===== config.mk =====
export PLATFORM = sky130hd
export DESIGN_NAME = piece_queue_flat
export DESIGN_NICKNAME = d
export VERILOG_FILES = /design/src/rtl/tetris_pkg.sv /design/src/rtl/piece_queue_if.sv /design/src/rtl/piece_bag_gen.sv /design/src/rtl/piece_queue.sv /design/src/flat_wrapper.sv
export SDC_FILE = /design/constraint.sdc
export NUM_CORES = 1
export LEC_CHECK = 0
export CAP_MARGIN = 25
export CORE_MARGIN = 5
export CORE_UTILIZATION = 45
export DETAILED_ROUTE_END_ITERATION = 7
export PLACE_DENSITY = 0.66
export SKIP_CTS_REPAIR_TIMING = 1
export SKIP_LAST_GASP = 1
export SYNTH_ARGS = -nofsm -noshare
export SYNTH_HDL_FRONTEND = slang
export SYNTH_SLANG_ARGS = --single-unit
export TNS_END_PERCENT = 30

===== constraint.sdc =====
create_clock -name clk -period 2.5 [get_ports clk]
set_input_delay 0.25 -clock clk [delete_from_list [all_inputs] [get_ports clk]]
set_output_delay 0.25 -clock clk [all_outputs]
set_load 0.02 [all_outputs]

===== src/rtl/tetris_pkg.sv =====
// Shared definitions for the falling-block game core.
// Holds the piece encodings, the default piece-type count, the LFSR polynomial,
// the default seed, the piece-queue FSM state type and the LFSR step helper.
package tetris_pkg;

   // Piece encodings.
   localparam int unsigned PieceI = 0;
   localparam int unsigned PieceO = 1;
   localparam int unsigned PieceT = 2;
   localparam int unsigned PieceS = 3;
   localparam int unsigned PieceZ = 4;
   localparam int unsigned PieceJ = 5;
   localparam int unsigned PieceL = 6;

   localparam int unsigned NumTypesDefault = 7;

   localparam logic [15:0] LfsrPoly        = 16'hB400;
   localparam logic [15:0] LfsrSeedDefault = 16'hACE1;

   typedef enum logic [0:0] {
      StFill,
      StRun
   } queue_state_e;

   // One step of the 16-bit Galois LFSR: shift right and apply the tap mask
   // whenever a one falls out of the LSB.
   function automatic logic [15:0] lfsr_step(input logic [15:0] s);
      return s[0] ? ((s >> 1) ^ LfsrPoly) : (s >> 1);
   endfunction

endpackage


===== src/rtl/piece_queue_if.sv =====
// Handshake bundle between the button logic / playfield controller and piece_queue.
//   advance    : pulse, the current piece has been consumed
//   swap       : pulse, exchange current with the hold slot
//   current    : piece in play
//   preview    : upcoming pieces, slot 0 (next) in the LSBs
//   hold       : held piece, meaningful only with hold_valid
//   hold_valid : hold slot occupied
//   swap_ok    : a swap would be accepted this cycle
//   ready      : queue full, outputs valid
interface piece_queue_if #(
   parameter int unsigned PIECE_W       = 3,
   parameter int unsigned PREVIEW_DEPTH = 3
);
   logic                               advance;
   logic                               swap;
   logic [PIECE_W-1:0]                 current;
   logic [PREVIEW_DEPTH*PIECE_W-1:0]   preview;
   logic [PIECE_W-1:0]                 hold;
   logic                               hold_valid;
   logic                               swap_ok;
   logic                               ready;

   // Controller side: drives the pulses, observes the queue.
   modport master (
      output advance, swap,
      input  current, preview, hold, hold_valid, swap_ok, ready
   );

   // Queue side.
   modport slave (
      input  advance, swap,
      output current, preview, hold, hold_valid, swap_ok, ready
   );
endinterface


===== src/rtl/piece_bag_gen.sv =====
// 7-bag style piece generator: a free-running 16-bit Galois LFSR proposes a
// candidate, the bag mask rejects types already dealt in the current bag.
//   clk, reset_n : clock, asynchronous active-low reset
//   take_i       : shift strobe from the queue; consumes piece_o this cycle
//   piece_o      : piece that enters the queue on the next take
module piece_bag_gen import tetris_pkg::*; #(
   parameter int unsigned NUM_TYPES = NumTypesDefault,
   parameter int unsigned PIECE_W   = 3,
   parameter logic [15:0] SEED      = LfsrSeedDefault
) (
   input  logic               clk,
   input  logic               reset_n,
   input  logic               take_i,
   output logic [PIECE_W-1:0] piece_o
);

   localparam logic [15:0] SeedEff = (SEED == 16'h0000) ? LfsrSeedDefault : SEED;
   localparam int unsigned PadW    = 1 << PIECE_W;

   logic [15:0]          lfsr_q, lfsr_d;
   logic [NUM_TYPES-1:0] mask_q, mask_d, mask_set;
   logic [PadW-1:0]      mask_pad;
   logic [PIECE_W-1:0]   cand, pick;

   // Encodings beyond NUM_TYPES are padded as "taken" so an out-of-range
   // candidate falls through to the lowest free type.
   always_comb begin
      mask_pad                  = '1;
      mask_pad[NUM_TYPES-1:0]   = mask_q;
      cand                      = lfsr_q[PIECE_W-1:0];
      pick                      = '0;
      if (!mask_pad[cand]) begin
         pick = cand;
      end else begin
         for (int i = NUM_TYPES - 1; i >= 0; i--) begin
            if (!mask_q[i]) pick = PIECE_W'(i);
         end
      end
   end

   // A full bag empties in the same update that fills it.
   always_comb begin
      mask_set = mask_q;
      for (int i = 0; i < NUM_TYPES; i++) begin
         if (PIECE_W'(i) == pick) mask_set[i] = 1'b1;
      end
      mask_d = mask_q;
      if (take_i) mask_d = (&mask_set) ? '0 : mask_set;
      lfsr_d = lfsr_step(lfsr_q);
   end

   always_ff @(posedge clk or negedge reset_n) begin
      if (!reset_n) begin
         lfsr_q <= SeedEff;
         mask_q <= '0;
      end else begin
         lfsr_q <= lfsr_d;
         mask_q <= mask_d;
      end
   end

   assign piece_o = pick;

endmodule


===== src/rtl/piece_queue.sv =====
// Next-piece queue: current piece plus PREVIEW_DEPTH preview slots fed by
// piece_bag_gen, one hold slot, and a swap lock released by each advance.
//   clk, reset_n : clock, asynchronous active-low reset
//   bus          : piece_queue_if slave (advance/swap in; current, preview,
//                  hold, hold_valid, swap_ok, ready out)
module piece_queue import tetris_pkg::*; #(
   parameter int unsigned NUM_TYPES     = NumTypesDefault,
   parameter int unsigned PREVIEW_DEPTH = 3,
   parameter logic [15:0] SEED          = LfsrSeedDefault
) (
   input  logic          clk,
   input  logic          reset_n,
   piece_queue_if.slave  bus
);

   localparam int unsigned PIECE_W = (NUM_TYPES > 1) ? $clog2(NUM_TYPES) : 1;
   localparam int unsigned CntW    = (PREVIEW_DEPTH > 0) ? $clog2(PREVIEW_DEPTH + 1) : 1;
   localparam logic [CntW-1:0] CntLast = CntW'(PREVIEW_DEPTH);

   queue_state_e       state_q, state_d;
   logic [CntW-1:0]    cnt_q, cnt_d;
   logic [PIECE_W-1:0] queue_q [PREVIEW_DEPTH+1];
   logic [PIECE_W-1:0] queue_d [PREVIEW_DEPTH+1];
   logic [PIECE_W-1:0] hold_q, hold_d;
   logic               hold_valid_q, hold_valid_d;
   logic               swap_used_q, swap_used_d;
   logic               shift;
   logic [PIECE_W-1:0] gen_piece;
   logic               ready, swap_ok;
   logic [PREVIEW_DEPTH*PIECE_W-1:0] preview_flat;

   piece_bag_gen #(
      .NUM_TYPES (NUM_TYPES),
      .PIECE_W   (PIECE_W),
      .SEED      (SEED)
   ) u_gen (
      .clk     (clk),
      .reset_n (reset_n),
      .take_i  (shift),
      .piece_o (gen_piece)
   );

   // FSM state register.
   always_ff @(posedge clk or negedge reset_n) begin
      if (!reset_n) state_q <= StFill;
      else          state_q <= state_d;
   end

   // FSM next state.
   always_comb begin
      state_d = state_q;
      unique case (state_q)
         StFill:  if (cnt_q == CntLast) state_d = StRun;
         StRun:   state_d = StRun;
         default: state_d = StFill;
      endcase
   end

   // FSM outputs.
   always_comb begin
      ready   = (state_q == StRun);
      swap_ok = ready & ~swap_used_q;
   end

   // Queue, hold slot and swap lock next state.
   always_comb begin
      shift        = 1'b0;
      cnt_d        = cnt_q;
      queue_d      = queue_q;
      hold_d       = hold_q;
      hold_valid_d = hold_valid_q;
      swap_used_d  = swap_used_q;
      unique case (state_q)
         StFill: begin
            shift = 1'b1;
            if (cnt_q != CntLast) cnt_d = cnt_q + 1'b1;
         end
         StRun: begin
            // advance has priority and drops a coincident swap
            if (bus.advance) begin
               shift       = 1'b1;
               swap_used_d = 1'b0;
            end else if (bus.swap && swap_ok) begin
               swap_used_d = 1'b1;
               hold_d      = queue_q[0];
               if (hold_valid_q) begin
                  queue_d[0] = hold_q;
               end else begin
                  hold_valid_d = 1'b1;
                  shift        = 1'b1;
               end
            end
         end
         default: ;
      endcase
      if (shift) begin
         for (int i = 0; i < PREVIEW_DEPTH; i++) queue_d[i] = queue_q[i+1];
         queue_d[PREVIEW_DEPTH] = gen_piece;
      end
   end

   always_ff @(posedge clk or negedge reset_n) begin
      if (!reset_n) begin
         cnt_q        <= '0;
         hold_q       <= '0;
         hold_valid_q <= 1'b0;
         swap_used_q  <= 1'b0;
         for (int i = 0; i <= PREVIEW_DEPTH; i++) queue_q[i] <= '0;
      end else begin
         cnt_q        <= cnt_d;
         hold_q       <= hold_d;
         hold_valid_q <= hold_valid_d;
         swap_used_q  <= swap_used_d;
         queue_q      <= queue_d;
      end
   end

   always_comb begin
      preview_flat = '0;
      for (int i = 0; i < PREVIEW_DEPTH; i++) begin
         preview_flat[i*PIECE_W +: PIECE_W] = queue_q[i+1];
      end
   end

   assign bus.current    = queue_q[0];
   assign bus.preview    = preview_flat;
   assign bus.hold       = hold_q;
   assign bus.hold_valid = hold_valid_q;
   assign bus.swap_ok    = swap_ok;
   assign bus.ready      = ready;

endmodule


===== src/flat_wrapper.sv =====
// flat-port wrapper written by rule: the top's interface ports become plain ports
module piece_queue_flat import tetris_pkg::*;
#(
   parameter int unsigned NUM_TYPES     = NumTypesDefault,
   parameter int unsigned PREVIEW_DEPTH = 3,
   parameter logic [15:0] SEED          = LfsrSeedDefault
)
  (clk, reset_n, bus_advance, bus_swap, bus_current, bus_preview, bus_hold, bus_hold_valid, bus_swap_ok, bus_ready);
  piece_queue_if #(.PIECE_W(3), .PREVIEW_DEPTH(PREVIEW_DEPTH)) bus_i ();
  input  logic clk;
  input  logic reset_n;
  input wire logic [$bits(bus_i.advance)-1:0] bus_advance;
  input wire logic [$bits(bus_i.swap)-1:0] bus_swap;
  output wire logic [$bits(bus_i.current)-1:0] bus_current;
  output wire logic [$bits(bus_i.preview)-1:0] bus_preview;
  output wire logic [$bits(bus_i.hold)-1:0] bus_hold;
  output wire logic [$bits(bus_i.hold_valid)-1:0] bus_hold_valid;
  output wire logic [$bits(bus_i.swap_ok)-1:0] bus_swap_ok;
  output wire logic [$bits(bus_i.ready)-1:0] bus_ready;
  assign bus_i.advance = bus_advance;
  assign bus_i.swap = bus_swap;
  assign bus_current = bus_i.current;
  assign bus_preview = bus_i.preview;
  assign bus_hold = bus_i.hold;
  assign bus_hold_valid = bus_i.hold_valid;
  assign bus_swap_ok = bus_i.swap_ok;
  assign bus_ready = bus_i.ready;
  piece_queue #(.NUM_TYPES(NUM_TYPES), .PREVIEW_DEPTH(PREVIEW_DEPTH), .SEED(SEED)) u_core (.clk(clk), .reset_n(reset_n), .bus(bus_i));
endmodule

# ---- After elaboration in Yosys (flattened, before gate mapping)
# Index checks and enable logic that the tools add are counted.
# W data, S select, Z words.
dict set report totals {
  ff_bits 43
  in_bits 4
  out_inout_bits 18
  wordCells 70
}
dict set report op_classes {
  add_sub_neg 1
  order_cmp 1
  eq_ne 9
  muxes 32
  bitwise_logic 5
  reduce_logical 11
}
# cell count
set op_table {}
lappend op_table {{$mux W3} 12}
lappend op_table {{$mux W16} 1}
lappend op_table {{$mux W1} 14}
lappend op_table {{$mux W12} 1}
lappend op_table {{$eq A3 B3 Y1 const A} 3}
lappend op_table {{$reduce_bool A2 Y1} 4}
lappend op_table {{$mux W7} 1}
lappend op_table {{$reduce_and A7 Y1} 1}
lappend op_table {{$eq A2 B3 Y1 const A} 2}
lappend op_table {{$lt A3 B4 Y1 const B} 1}
lappend op_table {{$not A3 Y4} 1}
lappend op_table {{$pmux W1 S2} 2}
lappend op_table {{$reduce_and A2 Y1} 2}
lappend op_table {{$reduce_and A4 Y1} 1}
lappend op_table {{$bmux W1 S3} 1}
lappend op_table {{$eq A1 B3 Y1 const A} 1}
lappend op_table {{$logic_not A3 Y1} 1}
lappend op_table {{$not A1 Y1} 3}
lappend op_table {{$reduce_and A3 Y1} 1}
lappend op_table {{$add A2 B1 Y2 const B} 1}
lappend op_table {{$eq A2 B2 Y1 const B} 1}
lappend op_table {{$ne A2 B1 Y1 const B} 1}
lappend op_table {{$ne A2 B2 Y1 const B} 1}
lappend op_table {{$and A1 B1 Y1} 1}
lappend op_table {{$logic_and A1 B1 Y1} 1}

# ---- Longest topological paths before layout
dict set report logic_depth {
  ltp_word 12
  ltp_mapped 8
  depth_no_buf 7
}

# ---- Cells and area by module
# Synthesis repeated with hierarchy kept, for this count alone.
dict set report hier_totals {
  cells_unflattened 163
  hier_area_um2 2020.7
}
# module instances cells_each area_per_inst_um2
set modules_own_cells {}
lappend modules_own_cells {piece_bag_gen 1 108 1192.4}
lappend modules_own_cells {piece_queue 1 55 828.3}

# ---- Worst setup path after synthesis
# No wires, ideal clock.
dict set report synth_path {
  path_kind {register -> register}
  start {register u_core.u_gen.lfsr_q[0]}
  end {register u_core.u_gen.mask_q[0]}
  setup_time_ns 0.144
  arrival_time_ns 2.050
  required_time_ns 2.356
  setup_slack_ns 0.306
  stages_incl_launch_ff 9
  path_buffers 1
  synth_period_minus_slack_ns 2.194
  cell_sequence {dfstp_2 buf_4 nor2b_1 a22oi_2 a21boi_1 o22ai_2 or3b_4 a32oi_4 a21oi_1}
}
dict set report synth_via {
  elab_chain_cells 7
  word_cells_on_any_way 19
}
# item line_no
set synth_rtl {}
lappend synth_rtl {{start: declaration} piece_bag_gen.sv:20} ;# logic [15:0] lfsr_q, lfsr_d;
lappend synth_rtl {{start signal: assignment} piece_bag_gen.sv:57} ;# lfsr_q <= lfsr_d;
lappend synth_rtl {{$bmux W1 S3} piece_bag_gen.sv:32} ;# if (!mask_pad[cand]) begin
lappend synth_rtl {{$mux W1 (not written as such)} piece_bag_gen.sv:32}
lappend synth_rtl {{$mux W3 (*)} piece_bag_gen.sv:32}
lappend synth_rtl {{$eq A1 B3 Y1 (tied with other cells)} piece_bag_gen.sv:45} ;# if (PIECE_W'(i) == pick) mask_set[i] = 1'b1;
lappend synth_rtl {{$mux W1} piece_bag_gen.sv:45}
lappend synth_rtl {{$reduce_and A7 Y1} piece_bag_gen.sv:48} ;# if (take_i) mask_d = (&mask_set) ? '0 : mask_set;
lappend synth_rtl {{$mux W7 (*)} piece_bag_gen.sv:48}
lappend synth_rtl {{end signal: assignment} piece_bag_gen.sv:58} ;# mask_q <= mask_d;
lappend synth_rtl {{end: declaration} piece_bag_gen.sv:21} ;# logic [NUM_TYPES-1:0] mask_q, mask_d, mask_set;
# Mark *: on every way between the ends. The rest lies on a longest branch, timed or not. The select of a mux whose other input is x is not followed.
# A chain may end at the register's enable or synchronous reset.

# ---- Worst setup path after layout
dict set report layout_path {
  start {register u_core.u_gen.lfsr_q[0]}
  end {register u_core.u_gen.mask_q[5]}
}
# The elaborated chain is that of the path after synthesis.

==> run metrics <==
status=finished clean; row cnt=23; CTS tree=done; fill cell count=between 300 and 400; largest net degree at the start of global routing=between 40 and 50; Fin Clk Skew=roughly 0.0045 ns; Die W=74.73 um; unrepaired setup endpoints after global routing=no; # setup viols final=0; Reg clk slew, reported paths=approximately 0.070 ns; synthesis-to-finish area growth=21.37%; # diodes=0; Die ar.=between 0.005 and 0.006 sq mm; max_cap viols=0; shortest period the worst path allows=between 2 and 2.5 ns; CP Data Arrival Time=about 2.5 ns; initial core utilization=a little under half; Final ANT Viol Nets=0; hpwl dp=roughly 2.5 mm; Via Count=around 1300; CP top delay family=compound AO/OA/AOI/OAI gates; Post-synth EDFFs=0; cell breakdown of the critical path=inv_1 > a32oi_2 > o31a_2 > nand3_2 > or3b_4 > a32oi_4 > a21oi_1; Largest stage delay, worst path=slightly above 0.6 ns; Mapped Cells=roughly 170; Worst IR Drop VDD=0.4908 mV; initial antenna violation count=0; HP Class=register to register; Worst Hold Path Cells=0; final core utilization=a little under three fifths; fraction of registers with async set/reset=100.0%; CTS buffer count=5; sequential share of power=40.4%; Mapped Nets=around 170; Yosys warning count=0; synthesis-stage register bit count=43; R2R cell count=7; GP Congestion=just under 0.9; worst path required time=2.63 ns; power density cells=around 1100 mW/mm^2; Post-Layout Cell Count=about 250; Sw Ratio=between 30% and 40%; peak fanout along the critical path=9; setup tns final=0 ns; GRT Resource Usage Total=14.28%; sequential fraction of the synthesis area=a little under three fifths; P_sw=929.9 uW; Most used DFF post-synth=dfrtp_1; layout cells sized above 1=19.60%; clock network fraction of total power=between 10% and 20%; Comb pwr share=between 40% and 50%; Clock Tree Root=clkbuf_8; I/O Buffers=21; worst setup path category=register to register; via/cell ratio=approximately 5.3; commonest non-fill, non-tap cell in the layout=dfrtp_1; TritonCTS Sinks=43; Worst setup SP type=register; DP Cell Count=roughly 240; Hold Vio Cnt, Final=0; Worst path slowest cell=dfstp_2; commonest non-fill, non-tap cells in the layout=dfrtp_1, nand2_1, clkdlybuf4s50_1; drt pass-1 iters=4; leakage=around 1 nW; multi-input logic area=around 740 sq um; instance count on the critical path=7; fin crit share=94.25%; core region area=between 0.004 and 0.005 sq mm; first-pass GRT wire length=~6.1 mm; worst-case clock buffer depth=2; Final nets=about 200; Post-route DRC=0; H-tree depth=2; final wirelength=between 3 and 4 mm; Die H=74.73 um; kind of end point of the critical path=register; slew margin rel.=61.80%; synth unique cells=44; FMAX=around 420 MHz; Register Area=between 0.001 and 0.0015 sq mm; WP buf/inv=1; vias in the first global route=1286; Avg Inst Size Synth=between 10 and 15 sq um; I/O Pins=22; drt first-iter violations=70; max-slew violations=0; Worst-Margin Slew=approximately 0.57 ns; worst-skew pair later-pin latency=roughly 0.28 ns; Cell Int Power=1.536 mW; average wire per cell in the routed design=roughly 14 um; mapped cell area=roughly 0.0019 sq mm; GRT Residual Overflow=0
==> power groups by stage <==
stage,Sequential (mW),Clock (mW),Combinational (mW)
global placement,1.00,0,0.997
finish,0.996,0.405,1.06
CTS,0.993,0.427,1.02
detailed placement,1.01,0,1.02
floorplan,1.10,0,0.557
global route,1.02,0.459,1.16
==> worst register-to-register path, cell delays in order, from the launching register on <==
cell and delay, ns:
dfstp_2 0.62, inv_1 0.10, a32oi_2 0.29, o31a_2 0.31, nand3_2 0.09, or3b_4 0.41, a32oi_4 0.26, a21oi_1 0.13
==> state kept, by name, summed over array words and instances, names as in the netlist, 2 cells and up <==
register and count:
u_core.bus.preview 9, u_core.u_gen.mask_q 7, u_core.u_gen.lfsr_q 16, u_core.bus.hold 3, u_core.cnt_q 2, u_core.bus.current 3
==> metal layers <==
metal	track usage [%]	vias up	part of all wire, %
met5	0	-	0
met2	22.54	31	48
met1	18.74	651	45
met4	4.743	0	1.3
li1	-	641	-
met3	4.539	5	5.4
==> cell type report <==
| type | instances | area share (%) |
|---|---|---|
| Clock buffer | 7 | 3.335 |
| Sequential cell | 43 | 47.46 |
| Timing Repair Buffer | 28 | 12.47 |
| Clock inverter | 1 | 0.2187 |
| Multi-Input combinational cell | 116 | 32.53 |
| Inverter | 4 | 1.258 |
| Tap cell | 50 | 2.734 |
==> kinds of logic after synthesis <==
| family | count (synthesis) | synth area share (%) |
|---|---|---|
| buf+inv | 8 | 2.920 |
| mux | 8 | 4.512 |
| compound gates | 41 | 15.79 |
| xor+xnor | 4 | 1.858 |
| flops | 43 | 57.60 |
| simple gates | 62 | 16.66 |
| fa+ha+maj | 1 | 0.6635 |
==> Yosys cell counts, types with 2 or more instances <==
master | number | area, sq um
nor2_1 | 15 | 56.30
inv_1 | 3 | 11.26
and2_1 | 2 | 12.51
nand2_1 | 25 | 93.84
nor2b_1 | 6 | 37.54
mux2i_1 | 4 | 40.04
nand2b_1 | 2 | 12.51
clkbuf_1 | 2 | 7.510
o2111ai_1 | 2 | 17.52
a21oi_1 | 19 | 95.09
o22ai_1 | 3 | 18.77
dfstp_2 | 8 | 210.2
a31oi_1 | 5 | 31.28
dfrtp_1 | 35 | 875.8
xor2_1 | 4 | 35.03
mux2_2 | 4 | 45.04
==> per-stage QoR <==
step	instance area [sq um]	worst slack (ns)	total power [mW]	hold WS [ns]
detailed placement	2150	0.1450	2.030	0.3381
global placement	2150	0.2429	1.999	0.3347
CTS	2231	0.1143	2.445	0.1268
finish	2288	0.1438	2.466	0.3503
global route	2288	0.01875	2.636	0.3587
floorplan	1886	0.3058	1.652	-0.04559
==> final timing paths <==
check                                       start                      to  slack (ns)
hold / removal             u_core.u_gen.lfsr_q[9]  u_core.u_gen.lfsr_q[8]        0.35
hold reg to reg            u_core.u_gen.lfsr_q[9]  u_core.u_gen.lfsr_q[8]        0.35
min in group asynchronous                 reset_n  u_core.u_gen.lfsr_q[3]        0.47
max in group asynchronous                 reset_n  u_core.u_gen.mask_q[3]        1.54
setup / recovery           u_core.u_gen.lfsr_q[0]  u_core.u_gen.mask_q[5]        0.14
setup reg to reg           u_core.u_gen.lfsr_q[0]  u_core.u_gen.mask_q[5]        0.14
Power figures use the tool's default switching activity.
